**src/rtl/sap1_control_sequencer.sv**
```systemverilog
// SAP-1 control sequencer: T-state ring (T1..T6) advanced on the falling
// clock edge, combinational opcode x T-state decode into datapath controls,
// early end of instruction, halt and single-step support.
module sap1_control_sequencer #(
  parameter int VARIABLE_LEN = 1,
  parameter int OP_W         = 4
) (
  input  logic            CLK,
  input  logic            nCLR,
  input  logic [OP_W-1:0] IR_OP,
  input  logic            RUN,
  input  logic            STEP,
  output logic [5:0]      TSTATE,
  output logic            CP,
  output logic            EP,
  output logic            LM,
  output logic            CE,
  output logic            LI,
  output logic            EI,
  output logic            LA,
  output logic            EA,
  output logic            SU,
  output logic            EU,
  output logic            LB,
  output logic            LO,
  output logic            HALTED,
  output logic            INSTR_DONE
);

  typedef enum logic [5:0] {
    T_IDLE = 6'b000000,
    T1     = 6'b000001,
    T2     = 6'b000010,
    T3     = 6'b000100,
    T4     = 6'b001000,
    T5     = 6'b010000,
    T6     = 6'b100000
  } tstate_e;

  localparam logic [OP_W-1:0] OP_LDA = OP_W'(4'h0);
  localparam logic [OP_W-1:0] OP_ADD = OP_W'(4'h1);
  localparam logic [OP_W-1:0] OP_SUB = OP_W'(4'h2);
  localparam logic [OP_W-1:0] OP_OUT = OP_W'(4'hE);
  localparam logic [OP_W-1:0] OP_HLT = OP_W'(4'hF);

  // The ring register is kept as a raw vector so that corrupted (non one-hot)
  // values stay visible and can be recovered from.
  logic [5:0] tstate_q, tstate_d;
  logic       halted_q, halted_d;
  logic       step_prev_q, step_prev_d;
  logic       legal_s;
  logic       qualify_s;
  logic [5:0] last_s;

  // Final T-state of the current opcode; HLT always stops after T4.
  function automatic logic [5:0] last_state(input logic [OP_W-1:0] op);
    logic [5:0] r;
    if (op == OP_HLT) begin
      r = T4;
    end else if (VARIABLE_LEN == 0) begin
      r = T6;
    end else begin
      case (op)
        OP_LDA:         r = T5;
        OP_ADD, OP_SUB: r = T6;
        OP_OUT:         r = T4;
        default:        r = T3;
      endcase
    end
    return r;
  endfunction

  // State register: falling-edge update with asynchronous active-low clear.
  always_ff @(negedge CLK or negedge nCLR) begin
    if (!nCLR) begin
      tstate_q    <= T_IDLE;
      halted_q    <= 1'b0;
      step_prev_q <= 1'b0;
    end else begin
      tstate_q    <= tstate_d;
      halted_q    <= halted_d;
      step_prev_q <= step_prev_d;
    end
  end

  // Next-state: advance only on a qualifying edge, recover illegal encodings.
  always_comb begin
    tstate_d    = tstate_q;
    halted_d    = halted_q;
    step_prev_d = STEP;
    qualify_s   = RUN | (STEP & ~step_prev_q);
    last_s      = last_state(IR_OP);
    case (tstate_q)
      T_IDLE, T1, T2, T3, T4, T5, T6: legal_s = 1'b1;
      default:                        legal_s = 1'b0;
    endcase
    if (halted_q) begin
      tstate_d = T_IDLE;
    end else if (!legal_s) begin
      tstate_d = T_IDLE;
    end else if (qualify_s) begin
      if (tstate_q == T_IDLE) begin
        tstate_d = T1;
      end else if ((IR_OP == OP_HLT) && (tstate_q == T4)) begin
        tstate_d = T_IDLE;
        halted_d = 1'b1;
      end else if ((tstate_q == last_s) || (tstate_q == T6)) begin
        tstate_d = T1;
      end else begin
        case (tstate_q)
          T1:      tstate_d = T2;
          T2:      tstate_d = T3;
          T3:      tstate_d = T4;
          T4:      tstate_d = T5;
          T5:      tstate_d = T6;
          default: tstate_d = T_IDLE;
        endcase
      end
    end else begin
      tstate_d = tstate_q;
    end
  end

  // Control decode from the registered ring and the opcode only.
  always_comb begin
    CP = 1'b0; EP = 1'b0; LM = 1'b0; CE = 1'b0;
    LI = 1'b0; EI = 1'b0; LA = 1'b0; EA = 1'b0;
    SU = 1'b0; EU = 1'b0; LB = 1'b0; LO = 1'b0;
    case (tstate_q)
      T1: begin EP = 1'b1; LM = 1'b1; end
      T2: begin CP = 1'b1; end
      T3: begin CE = 1'b1; LI = 1'b1; end
      T4: begin
        case (IR_OP)
          OP_LDA, OP_ADD, OP_SUB: begin EI = 1'b1; LM = 1'b1; end
          OP_OUT:                 begin EA = 1'b1; LO = 1'b1; end
          default:                begin end
        endcase
      end
      T5: begin
        case (IR_OP)
          OP_LDA:         begin CE = 1'b1; LA = 1'b1; end
          OP_ADD, OP_SUB: begin CE = 1'b1; LB = 1'b1; end
          default:        begin end
        endcase
      end
      T6: begin
        case (IR_OP)
          OP_ADD:  begin EU = 1'b1; LA = 1'b1; end
          OP_SUB:  begin EU = 1'b1; LA = 1'b1; SU = 1'b1; end
          default: begin end
        endcase
      end
      default: begin end
    endcase
  end

  // Status outputs.
  always_comb begin
    TSTATE     = tstate_q;
    HALTED     = halted_q;
    INSTR_DONE = (tstate_q != T_IDLE) && (tstate_q == last_state(IR_OP));
  end

endmodule

```
**config.mk**
```make
export PLATFORM = sky130hd
export DESIGN_NAME = sap1_control_sequencer
export DESIGN_NICKNAME = d
export VERILOG_FILES = /design/src/rtl/sap1_control_sequencer.sv
export SDC_FILE = /design/constraint.sdc
export NUM_CORES = 1
export LEC_CHECK = 0
export CAP_MARGIN = 5
export CORE_MARGIN = 5
export CORE_UTILIZATION = 45
export DETAILED_ROUTE_END_ITERATION = 10
export DONT_BUFFER_PORTS = 1
export SYNTH_ARGS = -nofsm -noshare
export SYNTH_HDL_FRONTEND = slang
export SYNTH_SLANG_ARGS = --single-unit
```
**constraint.sdc**
```tcl
create_clock -name CLK -period 4.58 [get_ports CLK]
set_clock_uncertainty 0.2 [all_clocks]
set_input_delay 0.229 -clock CLK [delete_from_list [all_inputs] [get_ports CLK]]
set_output_delay 0.229 -clock CLK [all_outputs]
set_load 0.03 [all_outputs]
```
* Word-level counts from Yosys, hierarchy flattened
Cells that the tools add are included.
** Word-level totals
- Bits of input ports :: 8
- Logic and storage cells :: 58
- Bits in registers :: 8
- Output and inout port bits :: 20
** Operators by class
- Bitwise gates (word level) :: 3
- Muxes and demuxes :: 31
- Reduce and logical (&&, ||, !) cells :: 9
- Eq/ne operators :: 12
** Operator list (count)
- $mux W6 :: 7
- $pmux W6 S5 :: 1
- $mux W1 :: 19
- $pmux W6 S3 :: 1
- $eq A4 B4 Y1 const B :: 2
- $reduce_or A7 Y1 :: 1
- $eq A6 B1 Y1 const B :: 1
- $eq A6 B2 Y1 const B :: 1
- $eq A6 B3 Y1 const B :: 1
- $eq A6 B4 Y1 const B :: 1
- $eq A6 B5 Y1 const B :: 1
- $eq A6 B6 Y1 :: 1
- $eq A6 B6 Y1 const B :: 1
- $logic_not A6 Y1 :: 1
- $pmux W1 S2 :: 3
- $reduce_bool A6 Y1 :: 1
- $eq A4 B1 Y1 const B :: 1
- $eq A4 B2 Y1 const B :: 1
- $logic_not A4 Y1 :: 1
- $ne A3 B2 Y1 const B :: 1
- $reduce_or A3 Y1 :: 1
- $logic_and A1 B1 Y1 :: 2
- $reduce_or A2 Y1 :: 1
- $and A1 B1 Y1 :: 1
- other kinds (3) :: 3

* Longest topological paths before layout
- Word-level depth :: 12
- Mapped depth :: 7
- Gate-level depth less buffers :: 5

==> impl_metrics.json <==
{
  "grt_pass1_vias": 661,
  "wl_per_cell_um": 15.8,
  "synth_top_area_frac": 0.288,
  "grt_remaining_overflow": 0,
  "crit_required_ns": 4.15,
  "ys_ff_latch": 8,
  "vias_per_cell": 6.23,
  "clockBufferDepth": 2,
  "num_io_pins": 28,
  "start_kind": "flop",
  "start_util": 0.467,
  "syn_nets": 100,
  "met1_usage": 0.234,
  "clk_pin_slew_worst_paths_ns": 0.04,
  "combPwrFrac": 0.634,
  "grt_util_met3": 0.0795,
  "drt-total-wl_um": 1960,
  "grt_max_degree": 14,
  "synthSimpleGateAreaFrac": 0.383,
  "vias": 772,
  "p_per_area_nw_per_um2": 512,
  "antenna_found_initial": 0,
  "root_buffer": "clkbuf_4",
  "hold_buffers": 0,
  "hold_ws_ns": 0.438,
  "final_common_cell": "buf_4",
  "die_h_um": 49.3,
  "slew_violations": 0,
  "fin_ws_ns": 0.102,
  "row_count": 14,
  "numCtsBuffers": 3,
  "synth_mux_area_frac": 0.0162,
  "dp.final_hpwl_um": 1520,
  "final_cell_mix": "18 x buf_4, 11 x nor2_1, 11 x nand2_1",
  "area_growth_pct": 31.5,
  "synthTopCellsByArea": "dfrtn_1 29%, nor2_1 6.5%, nand4b_1 6.3%",
  "port_buffers": 0,
  "p_leak_nw": 0.403,
  "status": "complete, no violations",
  "fin_tns_setup_ns": 0,
  "power_frac_seq": 0.248,
  "synth_area_per_cell_um2": 7.56,
  "slew_headroom": 0.676,
  "synth-compound-area-share": 0.212,
  "syn-instance-count": 92,
  "sw_frac_of_total": 0.512,
  "cap_violations": 0,
  "clkPwrFrac": 0.118,
  "hold_viol": 0,
  "dieArea_um2": 2430,
  "synth_top_family_by_area": "simple AND/OR/NAND/NOR gates",
  "crit_type": "reg2out",
  "layout.nets": 118,
  "finalPower_w": 0.000468,
  "synth_area_um2": 696,
  "place_congestion": 0.822,
  "num_antenna_cells": 0,
  "switchingPower_w": 0.000239,
  "cts.sinks": 8,
  "p_int_w": 0.000229,
  "rsz0062_at_grt": "yes",
  "dr.pass1.iters": 4,
  "grtUsageMet2": 0.232,
  "fp.dieW_um": 49.3,
  "synth_adder_area_share": 0,
  "drt-initial-drc-count": 27,
  "path_max_fanout": 8,
  "cts_tree": "built",
  "grt_pass1_wl_um": 3220,
  "yosysSeqAreaShare": 0.288,
  "core-area_um2": 1490,
  "drive_above_1_share": 0.315,
  "peakVddDrop_uv": 326,
  "place_ws_ns": 0.299,
  "tightest_slew_ns": 0.486,
  "clkLatencyLatePin_ns": 0.27,
  "endpoint_kind": "primary output",
  "synth-xor-area-share": 0.0126,
  "htreeDepth": 1,
  "worstPathArrival_ns": 4.05,
  "ys_warn_count": 0,
  "ys_types": 33,
  "track_usage": 0.168,
  "yosys.area.top_type": "dfrtn_1",
  "hp-class": "in2out",
  "final_antenna_net_count": 0,
  "remaining_drc_errors": 0,
  "finalSetupViolCount": 0,
  "grt.busiest_layer": "met1"
}
==> per-layer routing <==
metal | vias to the layer above | routed length [um]
li1 | 375 | -
met1 | 366 | 877
met2 | 27 | 890
met3 | 4 | 168
met4 | 0 | 22
met5 | - | 0
==> critical path: stages, from the launching register on <==
cell and delay [ns]:
dfrtn_1 0.43, nor3_2 0.25, nand3_1 0.12, mux2_2 0.28, o22ai_1 0.11, and2_1 0.18
buf_12 0.13
==> synthesized netlist by cell type <==
| master | number |
|---|---|
| mux2_2 | 1 |
| a211o_1 | 2 |
| and2_1 | 1 |
| nand4b_1 | 5 |
| buf_4 | 2 |
| o32ai_1 | 1 |
| clkbuf_1 | 3 |
| nand3_1 | 4 |
| or4_1 | 2 |
| buf_6 | 2 |
| nor3b_1 | 2 |
| nor4_1 | 1 |
| nand4_1 | 1 |
| inv_1 | 2 |
| dfrtn_1 | 8 |
| xor2_1 | 1 |
| nand2_1 | 11 |
| and4_1 | 1 |
| a21oi_1 | 5 |
| nor3_1 | 8 |
| o211ai_1 | 1 |
| or2_2 | 1 |
| nor2_1 | 12 |
| o21ai_0 | 3 |
| a311oi_1 | 1 |
| o21a_1 | 1 |
| nand2b_1 | 2 |
| a21o_1 | 2 |
| a31o_2 | 1 |
| o41ai_1 | 2 |
| o211a_1 | 1 |
| o22ai_1 | 1 |
| buf_2 | 1 |
==> power by group through the flow <==
stage	registers, W	clock network, W	logic [W]
finish	0.000116	0.0000553	0.000297
global route	0.000118	0.0000624	0.000325
CTS	0.000111	0.0000562	0.000282
detailed placement	0.000113	0	0.000282
global placement	0.000112	0	0.000281
floorplan	0.000137	0	0.000189
==> kinds of logic after synthesis <==
kind of cell,count (synthesis)
flops,8
xor+xnor,1
buf+inv,10
compound gates,21
mux,1
simple gates,51
==> repair_timing <==
item | 4_1_cts | 5_1_grt
endpoints found under the setup margin | 0 | 7
endpoints found under the hold margin | 0 | 0
gates resized for setup | 0 | 4
setup buffers | 0 | 2
==> metrics by stage <==
stage                     cell area [um^2]  instances   util
final                                  915        124  0.614
after detailed placement               863        119  0.580
after global placement                 863        119  0.580
after CTS                              886        122  0.595
after global routing                   915        124  0.614
after floorplan                        729         92      -
==> worst paths after layout <==
path,startpoint,to,slack [ns],cells past startpoint
setup / recovery,TSTATE[4],LA,0.10,6
hold / removal,IR_OP[3],SU,0.44,2
setup reg to reg,TSTATE[2],TSTATE[5],2.65,6
hold reg to reg,TSTATE[4],TSTATE[4],0.48,2
max in group asynchronous,nCLR,TSTATE[4],2.44,0
min in group asynchronous,nCLR,TSTATE[0],1.63,0
==> final cells by class <==
type,instances,area [um^2]
fill,141,574
timing repair buffer,21,180
inverter,2,7.51
clock buffer,3,22.5
multi-input combinational,74,484
tap,16,20.0
sequential,8,200
==> registers in the layout, summed over array words and instances, names as in the netlist <==
signal       count
HALTED           1
step_prev_q      1
TSTATE           6
(Power assumes the default switching activity.)
